`src/rtl/refresh_pkg.sv`:
```
// Shared refresh-scheduler constants and types, also used by the RAM controller bench.
package refresh_pkg;

    localparam int unsigned REF_INTERVAL_DEF = 390;
    localparam int unsigned URG_AGE_DEF      = 64;
    localparam int unsigned MAX_PEND_DEF     = 4;
    localparam int unsigned PEND_W           = 3;
    // Idle FSB cycles this close to the next tick may pull a refresh forward.
    localparam int unsigned OPP_WINDOW       = 32;

    typedef logic [PEND_W-1:0] pend_t;

    typedef enum logic [1:0] {
        PendHold,
        PendInc,
        PendDec
    } pend_op_e;

endpackage

```
`src/rtl/ref_tick.sv`:
```
// Free-running refresh interval counter; tick_o marks the wrap cycle.
module ref_tick #(
    parameter int unsigned Interval = 390,
    parameter int unsigned CntW     = $clog2(Interval)
) (
    input  logic            CLK,
    input  logic            RES,
    input  logic            restart_i,
    output logic            tick_o,
    output logic [CntW-1:0] count_o
);

    logic [CntW-1:0] cnt_q, cnt_d;

    assign tick_o  = (cnt_q == CntW'(Interval - 1));
    assign count_o = cnt_q;

    always_comb begin
        cnt_d = cnt_q + 1'b1;
        if (tick_o || restart_i) begin
            cnt_d = '0;
        end
    end

    always_ff @(posedge CLK) begin
        if (RES) begin
            cnt_q <= '0;
        end else begin
            cnt_q <= cnt_d;
        end
    end

endmodule

```
`src/rtl/refresh_sched.sv`:
```
// DRAM refresh scheduler: counts owed refreshes, ages the oldest one and
// raises request/urgent flags for the RAM controller.
module refresh_sched
    import refresh_pkg::*;
#(
    parameter int unsigned REF_INTERVAL = REF_INTERVAL_DEF,
    parameter int unsigned URG_AGE      = URG_AGE_DEF,
    parameter int unsigned MAX_PEND     = MAX_PEND_DEF
) (
    input  logic              CLK,
    input  logic              RES,
    input  logic              RefAck,
    input  logic              BACT,
    output logic              RefReq,
    output logic              RefUrg,
    output logic              RefOvf,
    output logic [PEND_W-1:0] PendCnt
);

    localparam int unsigned CntW = $clog2(REF_INTERVAL);
    localparam int unsigned AgeW = $clog2(URG_AGE + 1);

    if (REF_INTERVAL <= OPP_WINDOW || MAX_PEND > 7 || MAX_PEND == 0) begin : gen_param_err
        $error("refresh_sched: need REF_INTERVAL > 32 and 1 <= MAX_PEND <= 7");
    end

    logic            tick;
    logic            restart;
    logic [CntW-1:0] tick_cnt;
    pend_op_e        op;
    pend_t           pend_q, pend_d;
    logic [AgeW-1:0] age_q, age_d;
    logic            req_q, req_d;
    logic            urg_q, urg_d;
    logic            ovf_q, ovf_d;

    // An ack with nothing owed was an opportunistic refresh: start a fresh interval.
    assign restart = RefAck && !tick && (pend_q == '0);

    ref_tick #(
        .Interval(REF_INTERVAL),
        .CntW    (CntW)
    ) u_ref_tick (
        .CLK      (CLK),
        .RES      (RES),
        .restart_i(restart),
        .tick_o   (tick),
        .count_o  (tick_cnt)
    );

    always_comb begin
        op = PendHold;
        if (tick && !RefAck) begin
            op = PendInc;
        end else if (!tick && RefAck) begin
            op = PendDec;
        end

        pend_d = pend_q;
        ovf_d  = ovf_q;
        unique case (op)
            PendInc: begin
                if (pend_q == pend_t'(MAX_PEND)) begin
                    ovf_d = 1'b1;
                end else begin
                    pend_d = pend_q + 1'b1;
                end
            end
            PendDec: begin
                if (pend_q != '0) begin
                    pend_d = pend_q - 1'b1;
                end
            end
            default: ;
        endcase

        age_d = age_q;
        if (RefAck || (pend_q == '0)) begin
            age_d = '0;
        end else if (age_q < AgeW'(URG_AGE)) begin
            age_d = age_q + 1'b1;
        end

        // Outputs are registered from next state so they follow the causing edge directly.
        req_d = (pend_d != '0)
              || (!BACT && !RefAck && (tick_cnt >= CntW'(REF_INTERVAL - OPP_WINDOW)));
        urg_d = (pend_d >= pend_t'(2)) || (age_d == AgeW'(URG_AGE));
    end

    always_ff @(posedge CLK) begin
        if (RES) begin
            pend_q <= '0;
            age_q  <= '0;
            req_q  <= 1'b0;
            urg_q  <= 1'b0;
            ovf_q  <= 1'b0;
        end else begin
            pend_q <= pend_d;
            age_q  <= age_d;
            req_q  <= req_d;
            urg_q  <= urg_d;
            ovf_q  <= ovf_d;
        end
    end

    assign RefReq  = req_q;
    assign RefUrg  = urg_q;
    assign RefOvf  = ovf_q;
    assign PendCnt = pend_q;

endmodule

```
`config.mk`:
```
export PLATFORM = sky130hd
export DESIGN_NAME = refresh_sched
export DESIGN_NICKNAME = d
export VERILOG_FILES = /design/src/rtl/refresh_pkg.sv /design/src/rtl/ref_tick.sv /design/src/rtl/refresh_sched.sv
export SDC_FILE = /design/constraint.sdc
export NUM_CORES = 1
export LEC_CHECK = 0
export ABC_AREA = 1
export BUFFER_PORTS_ARGS = -buffer_cell sky130_fd_sc_hd__buf_2
export CAP_MARGIN = 10
export CORE_MARGIN = 3
export CORE_UTILIZATION = 45
export DETAILED_ROUTE_END_ITERATION = 6
export GPL_ROUTABILITY_DRIVEN = 0
export PLACE_DENSITY = 0.66
export RECOVER_POWER = 100
export SLEW_MARGIN = 20
export SYNTH_ARGS = -nofsm -noshare
export SYNTH_HDL_FRONTEND = slang
export SYNTH_SLANG_ARGS = --single-unit
```
`constraint.sdc`:
```
create_clock -name CLK -period 1.51 [get_ports CLK]
set_input_delay 0.151 -clock CLK [delete_from_list [all_inputs] [get_ports CLK]]
set_output_delay 0.151 -clock CLK [all_outputs]
set_load 0.02 [all_outputs]
```
After elaboration in Yosys (flattened, before gate mapping):

Index checks and enable logic that the tools add are counted.

* reduce and logical (&&, ||, !) cells: 17
* $add $sub $neg: 4
* eq/ne operators: 5
* magnitude comparators: 3
* mux-type cells: 7

Operators by type and width (count)
* two-way mux 7 bit: 2
* adder 9 x 1 -> 9 bit (second input constant): 1
* == test 9 bit (second input constant): 1
* greater-or-equal comparator 9 bit (second input constant): 1
* adder 7 x 1 -> 7 bit (second input constant): 1
* == test 7 bit (second input constant): 1
* less-than comparator 7 bit (second input constant): 1
* two-way mux 3 bit: 2
* case mux 3 bit (2 select lines): 1
* nonzero test 3 bit: 2
* logical AND 1 bit: 5
* logical OR 1 bit: 4
* two-way mux 2 bit: 2
* adder 3 x 1 -> 3 bit (second input constant): 1
* == test 3 bit (second input constant): 1
* greater-or-equal comparator 3 x 2 -> 1 bit (second input constant): 1
* logical NOT 1 bit: 3
* logical NOT 3 bit: 1
* subtractor 3 x 1 -> 3 bit (second input constant): 1
* == test 2 x 1 -> 1 bit (second input constant): 1
* == test 2 bit (second input constant): 1
* AND reduction 2 bit: 1
* OR reduction 2 bit: 1

* register bits: 22
* word-level logic and storage cells: 42
* input port bits: 4
* output and inout bits: 6

Longest topological paths before layout:

Gate-level depths: netlist of the first run.

* depth after elaboration: 9
* mapped depth: 16

Cells and area by module:

From an unflattened synthesis of the first run, not the netlist that was laid out.

* cells, all modules: 194
* area, all modules: 1283.7 sq um

By module, submodules not included
* refresh_sched: cells each 127, area an instance 829.5 sq um, seq. area each 260.2 sq um, times used 1
* ref_tick: cells each 67, area an instance 454.2 sq um, seq. area each 180.2 sq um, times used 1

Worst setup path after synthesis of the first run:

OpenSTA, ideal clock, no wires.

* path kind: register to register
* start: register u_ref_tick.cnt_q[0] (netlist: u_ref_tick.count_o[0])
* end: register req_q (netlist: RefReq)
* slack: -0.170 ns
* data arrival time: 1.552 ns
* data required time: 1.382 ns
* cell stages (with the launch flop): 11
* path buffers: 0
* clock period less this slack: 1.680 ns
* cells stage by stage: dfxtp_1 -> ha_1 -> nand4_1 -> nor2_1 -> ha_1 -> inv_1 -> nand3_1 -> o21ai_0 -> nand2_1 -> nor2_1 -> nor2_1

* word-level cells in the longest chain between the ends: 9
* elaborated cells on any way between the ends: 13

Ends and longest elaborated chain
* start, declared: line ref_tick.sv:13 `logic [CntW-1:0] cnt_q, cnt_d;`
* start signal, assigned: line ref_tick.sv:29 `cnt_q <= cnt_d;`
* == test 9 bit: line ref_tick.sv:15 `assign tick_o = (cnt_q == CntW'(Interval - 1));`
* logical NOT 1 bit: line refresh_sched.sv:55 `end else if (!tick && RefAck) begin`
* logical AND 1 bit: line refresh_sched.sv:55
* two-way mux 2 bit: line refresh_sched.sv:55
* two-way mux 2 bit: line refresh_sched.sv:53 `if (tick && !RefAck) begin`
* == test 2 bit / == test 2 x 1 -> 1 bit (equally long branches): line refresh_sched.sv:61 `unique case (op)`
* case mux 3 bit (2 select lines): line refresh_sched.sv:61
* nonzero test 3 bit: line refresh_sched.sv:85 `req_d = (pend_d != '0)`
* logical OR 1 bit *: line refresh_sched.sv:86 `|| (!BACT && !RefAck && (tick_cnt >= CntW'(REF_INTERVAL - OPP_WINDOW)));`
* end signal, assigned: line refresh_sched.sv:100 `req_q <= req_d;`
* end, declared: line refresh_sched.sv:33 `logic req_q, req_d;`

Mark *: on every way between the ends. The rest lies on a longest branch, timed or not.
A chain may end at the register's enable or synchronous reset.

Worst setup path after layout of the first run:

* start: register u_ref_tick.cnt_q[1] (netlist: u_ref_tick.count_o[1])
* end: register req_q (netlist: RefReq)

Same word-level chain as after synthesis.

==> flow_summary.json, run 1 <==
{
  "status": "finished with violations",
  "violations": "negative setup slack",
  "cp.required_ps": 1730,
  "worstHoldPathCells": 3,
  "antenna_found_initial": 0,
  "hold_class": "in -> reg",
  "fin_crit_sh": 1.138,
  "max_freq_mhz": 581.8,
  "grtUsageMet3": 0.04825,
  "synth_seq_area_share": 0.3577,
  "ff2ff_setup_slack_ps": -210,
  "dr.pass1.iters": 4,
  "globalRoute.busiestLayer": "met2",
  "fin_ws_ps": -208.7,
  "synth-async-reset-ratio": 0,
  "crit_type": "reg -> reg",
  "finalPower_mw": 1.363,
  "root_buffer": "clkbuf_4",
  "ios": 10,
  "place_hpwl_um": 2112,
  "drv_slew": 0,
  "slowest_delay_ps": 350,
  "die_area_mm2": 0.003399,
  "synth_ff_type": "dfxtp_1",
  "clock_sinks": 22,
  "drive_gt1_frac": 0.3288,
  "cts_tree": "built",
  "core_area_mm2": 0.002545,
  "maxCapViolations": 0,
  "reg2reg_from": "u_ref_tick.count_o[1]",
  "port_buffers": 9,
  "synth_area_mm2": 0.001231,
  "wl_per_cell_um": 11.60,
  "synth_edf_count": 0,
  "grt_util_met2": 0.3030,
  "row_count": 18,
  "wl_um": 2924,
  "reg2reg_to": "RefReq",
  "track_usage": 0.1797,
  "gr-total-overflow": 0,
  "yosysTopAreaCell": "dfxtp_1",
  "viasPerCell": 4.893,
  "drc": 0,
  "ant_nets": 0,
  "relSlewSlack": 0.8215,
  "grt_max_degree": 14,
  "reg2regPathDepth": 16,
  "preCtsSetupSlack_ps": -126.7,
  "synth-warning-count": 0,
  "synth.distinct_cells": 21,
  "finalHoldViolCount": 0,
  "ir_drop_mv": 0.7007,
  "fin_crit_ps": 1719,
  "end_kind": "flop",
  "grt_pass1_vias": 1174,
  "cts.clk_slew.worst_paths_ps": 130,
  "grt_pass1_wl_um": 4733,
  "final.setup_skew_ps": 4.790,
  "worst_skew_pair.late_latency_ps": 320,
  "die_y_um": 58.31,
  "power_density_mw_per_mm2": 797.8,
  "worst_pin_slew_ps": 267.4,
  "n_antenna_cell": 0,
  "nets": 236,
  "grtUsageMet1": 0.2128,
  "start_kind": "flop",
  "synth.avg_cell_area_um2": 6.728,
  "synth_top_area_frac": 0.3577,
  "synth_most_common_cell": "nand2_1",
  "worst-path-max-fanout": 3,
  "min_to": "u_ref_tick.count_o[1]",
  "cts_made_buffers": 3,
  "dr_total_vias": 1233,
  "htree_num_levels": 1,
  "hp-start": "RES",
  "synth.area.top_cells": "dfxtp_1 36%, nand2_1 13%, inv_1 9.8%",
  "synthCells": 183,
  "area_delta_synth_final_pct": 38.72,
  "initial_core_util": 0.4838,
  "clk_path_buf_depth": 2,
  "leakage_nw": 0.7560,
  "drtIter0Drc": 47,
  "setup_violations": 14,
  "fp.dieW_um": 58.31,
  "ys_ff_latch": 22,
  "syn_nets": 196,
  "synth_common_cells": "42 x nand2_1, 32 x inv_1, 28 x nor2_1, 22 x dfxtp_1, 16 x nand3_1",
  "rsz0062_at_grt": "yes",
  "crit_path_top_delay_cell": "dfxtp_2",
  "crit_arrival_ps": 1940,
  "finalCoreUtilization": 0.6711,
  "worstPathCellList": "inv_2 -> ha_4 -> nand4_1 -> nor2_4 -> inv_2 -> ha_4 -> nand2_4 -> inv_2 -> nand2_1 -> nand2_1 -> nand2_1 -> nand2_2 -> inv_2 -> nand2_1 -> nor2_1 -> nor2_1"
}
## cells in the final DEF (no fill, tap or decap), types with 3 or more instances in the layout
master	instances
dfxtp_1	19
ha_4	3
xor2_1	3
ha_1	6
inv_2	7
nand2_2	3
o21ai_0	3
buf_6	3
buf_2	5
nor2_1	23
a21oi_1	3
nand2_1	37
nor3_1	3
clkbuf_4	3
nand3_1	15
clkbuf_1	5
inv_1	26
nor2_4	3
nor2_2	7
buf_4	23
## where the power goes
| part | internal, mW | switching, mW |
|---|---|---|
| logic | 0.123 | 0.166 |
| registers | 0.602 | 0.0123 |
| clock network | 0.269 | 0.191 |
## sequential cells by signal, indices dropped and copies added (netlist names)
| name | flops |
|---|---|
| RefOvf | 1 |
| u_ref_tick.count_o | 9 |
| age_q | 7 |
| RefReq | 1 |
| RefUrg | 1 |
| PendCnt | 3 |
## critical path, delay by kind of cell, from the launching register on
| kind | cells | cell delay, ps |
|---|---|---|
| adders and majority gates | 2 | 290 |
| buffers and inverters | 4 | 210 |
| DFF | 1 | 350 |
| and+or+nand+nor | 10 | 780 |
## area by class of cell
cell class / instances / area [um2]
fillers: 206 / 837.1
clock buffers: 3 / 22.52
multi-input cells: 127 / 797.0
well taps: 30 / 37.54
repair buffers: 36 / 250.2
clock inverters: 1 / 30.03
inverters: 33 / 123.9
flip-flops and latches: 22 / 446.7
## cells by family (layout without fill, tap and decap cells)
family / Yosys count / count (layout) / share of synthesized area
adders and majority gates: 9 / 9 / 0.09147
buffers and inverters: 35 / 73 / 0.1098
DFF: 22 / 22 / 0.3577
and+or+nand+nor: 101 / 102 / 0.3618
xor gates and xnor gates: 4 / 4 / 0.02846
AOI/OAI and AO/OA: 12 / 12 / 0.05081
## worst max-delay path by stage
| stage | start | to | slack [ps] | depth (start not counted) |
|---|---|---|---|---|
| floorplan | u_ref_tick.count_o[1] | RefReq | -60 | 16 |
| global placement | u_ref_tick.count_o[1] | RefReq | -110 | 16 |
| detailed placement | u_ref_tick.count_o[1] | RefReq | -130 | 16 |
| CTS | u_ref_tick.count_o[1] | RefReq | -150 | 13 |
| global route | u_ref_tick.count_o[1] | RefReq | -300 | 16 |
| finish | u_ref_tick.count_o[1] | RefReq | -210 | 16 |
## per-layer routing
layer	vias up	wire, um
met4	0	32
met3	6	126
met1	562	1298
li1	639	-
met5	-	0
met2	26	1466
## per-stage QoR
stage | hold slack (ps) | cells | setup TNS (ps) | area (um2)
3_3_place_gp | 436.9 | 243 | -217.5 | 1508
6_report | 201.4 | 252 | -1145 | 1708
3_5_place_dp | 451.1 | 243 | -452.2 | 1508
5_1_grt | 176.7 | 252 | -2393 | 1708
2_1_floorplan | 228.6 | 183 | -58.81 | 1264
4_1_cts | 191.6 | 249 | -628.8 | 1598
## timing repair
| item | in CTS | in global routing |
|---|---|---|
| cloned | 0 | 1 |
| resized for setup | 7 | 25 |
| hold buffers | 0 | 0 |
| endpoints found under the hold margin | 0 | 0 |
| setup buffers | 2 | 2 |
| pin swaps | 2 | 14 |
| endpoints found under the setup margin | 15 | 15 |
Power figures use the tool's default switching activity.
==> inputs of run 2 (changes only) <==
- CELL_PAD_IN_SITES_DETAIL_PLACEMENT: unset -> 0
- CELL_PAD_IN_SITES_GLOBAL_PLACEMENT: unset -> 1
- CORE_UTILIZATION: 45 -> 37
- PLACE_DENSITY: 0.66 -> 0.74
==> flow_summary.json, run 2 (synthesis gave the netlist of run 1 again) <==
{
  "crit_path_top_delay_cell": "dfxtp_2",
  "finalPower_mw": 1.226,
  "fin_crit_ps": 1700,
  "end_kind": "flop",
  "die_y_um": 63.69,
  "fp.dieW_um": 63.69,
  "final.setup_skew_ps": 3.183,
  "power_density_mw_per_mm2": 694.5,
  "worstPathCellList": "inv_2 -> ha_4 -> nand4_1 -> nor2_2 -> buf_4 -> ha_4 -> inv_4 -> buf_4 -> nand2_2 -> nand2_2 -> inv_2 -> nand2_1 -> nor2_1 -> nor2_1",
  "setup_violations": 5,
  "fin_setup_tns_ps": -735.7,
  "relSlewSlack": 0.7920,
  "fin_crit_sh": 1.126,
  "slowest_delay_ps": 350,
  "ios": 10,
  "holdBufCountCts": 0,
  "post_dp_cell_area_mm2": 0.001548,
  "dr_total_vias": 1215,
  "grt_pass1_wl_um": 4733,
  "cts_made_buffers": 3,
  "n_antenna_cell": 0,
  "start_kind": "flop",
  "nets": 241,
  "place_hpwl_um": 2130,
  "critPathTopFamily": "adder cells",
  "wl_um": 2937,
  "worst_pin_slew_ps": 311.6,
  "fillers": 316,
  "violations": "negative setup slack",
  "port_buffers": 9,
  "wl_per_cell_um": 10.84,
  "drtIter0Drc": 70,
  "drv_slew": 0,
  "maxCapViolations": 0,
  "ir_drop_mv": 0.3061,
  "clk_path_buf_depth": 2,
  "grt_pass1_vias": 1147,
  "largest_reg_flops": 9,
  "drc": 0,
  "row_count": 20,
  "p_switching_mw": 0.3491,
  "crit_type": "reg -> reg",
  "mostFrequentLayoutCell": "nand2_1",
  "hold_class": "in -> reg",
  "switching_share": 0.2847,
  "root_buffer": "clkbuf_4",
  "viasPerCell": 4.483,
  "startpoint": "u_ref_tick.count_o[1]",
  "placed_cells": 260,
  "antenna_found_initial": 0,
  "track_usage": 0.1433,
  "p_int_mw": 0.8771,
  "ant_nets": 0,
  "rsz0062_at_grt": "yes",
  "max_freq_mhz": 588.3,
  "grt_max_degree": 14,
  "pwr-share-seq": 0.500,
  "layoutNonFillerInstCount": 271,
  "critical_path_buf_inv_count": 5,
  "initial_core_util": 0.3968,
  "cp.required_ps": 1720,
  "mostFrequentLayoutCells": "37 x nand2_1, 27 x buf_4, 26 x nor2_1",
  "reg2reg_from": "u_ref_tick.count_o[1]",
  "cts_tree": "built",
  "die_area_mm2": 0.004056,
  "clock_sinks": 22,
  "preCtsSetupSlack_ps": -207.1,
  "holdWs_ps": 208.5,
  "gr-total-overflow": 0,
  "fin_ws_ps": -189.7,
  "finalCoreUtilization": 0.5690,
  "status": "finished with violations",
  "drive_gt1_frac": 0.3480,
  "worst-path-max-fanout": 4,
  "area_delta_synth_final_pct": 43.39,
  "pwr-share-comb": 0.238,
  "leakage_nw": 0.7783,
  "power.clock.fraction": 0.262,
  "worst_skew_pair.late_latency_ps": 300,
  "design_area_mm2": 0.001765,
  "htree_num_levels": 1,
  "crit_arrival_ps": 1910,
  "hp-start": "RES",
  "dr.pass1.iters": 4,
  "finalHoldViolCount": 0,
  "core_area_mm2": 0.003103,
  "cts.clk_slew.worst_paths_ps": 120
}
## run 2: area by class of cell
class	instances	area, um2	area share
Multi-Input combinational cell	127	803.3	0.4550
Timing Repair Buffer	41	296.5	0.1680
Tap cell	44	55.05	0.03118
Clock buffer	4	36.28	0.02055
Inverter	33	128.9	0.07300
Sequential cell	22	445.4	0.2523
## run 2: power groups by stage
stage / Sequential, mW / Clock, mW / Combinational (mW)
global route: 0.616 / 0.356 / 0.321
CTS: 0.614 / 0.339 / 0.263
floorplan: 0.646 / 0 / 0.121
global placement: 0.626 / 0 / 0.243
finish: 0.613 / 0.321 / 0.292
detailed placement: 0.627 / 0 / 0.245
## run 2: worst paths after layout
path	to	slack, ps	depth (start not counted)
worst max-delay path	RefReq	-190	14
worst min-delay path	u_ref_tick.count_o[0]	210	3
worst max register to register	RefReq	-190	14
worst min register to register	RefOvf	460	2
## run 2: what timing repair did
item                       4_1_cts  5_1_grt
buffers inserted                 5        2
setup endpoints to repair       15       15
gates resized for setup         16       22
pin swaps                       12       16
gates cloned                     0        1
## run 2: per-layer routing
layer | up-vias | part of all wire | global-route usage
li1 | 655 | - | -
met1 | 545 | 0.45 | 0.1757
met2 | 13 | 0.52 | 0.2568
met3 | 2 | 0.020 | 0.02674
met4 | 0 | 0.0051 | 0.03235
met5 | - | 0 | 0
## run 2: worst min-delay path, stage by stage
cell and delay, ps:
buf_2 110, nand3b_2 180, nor2_1 50
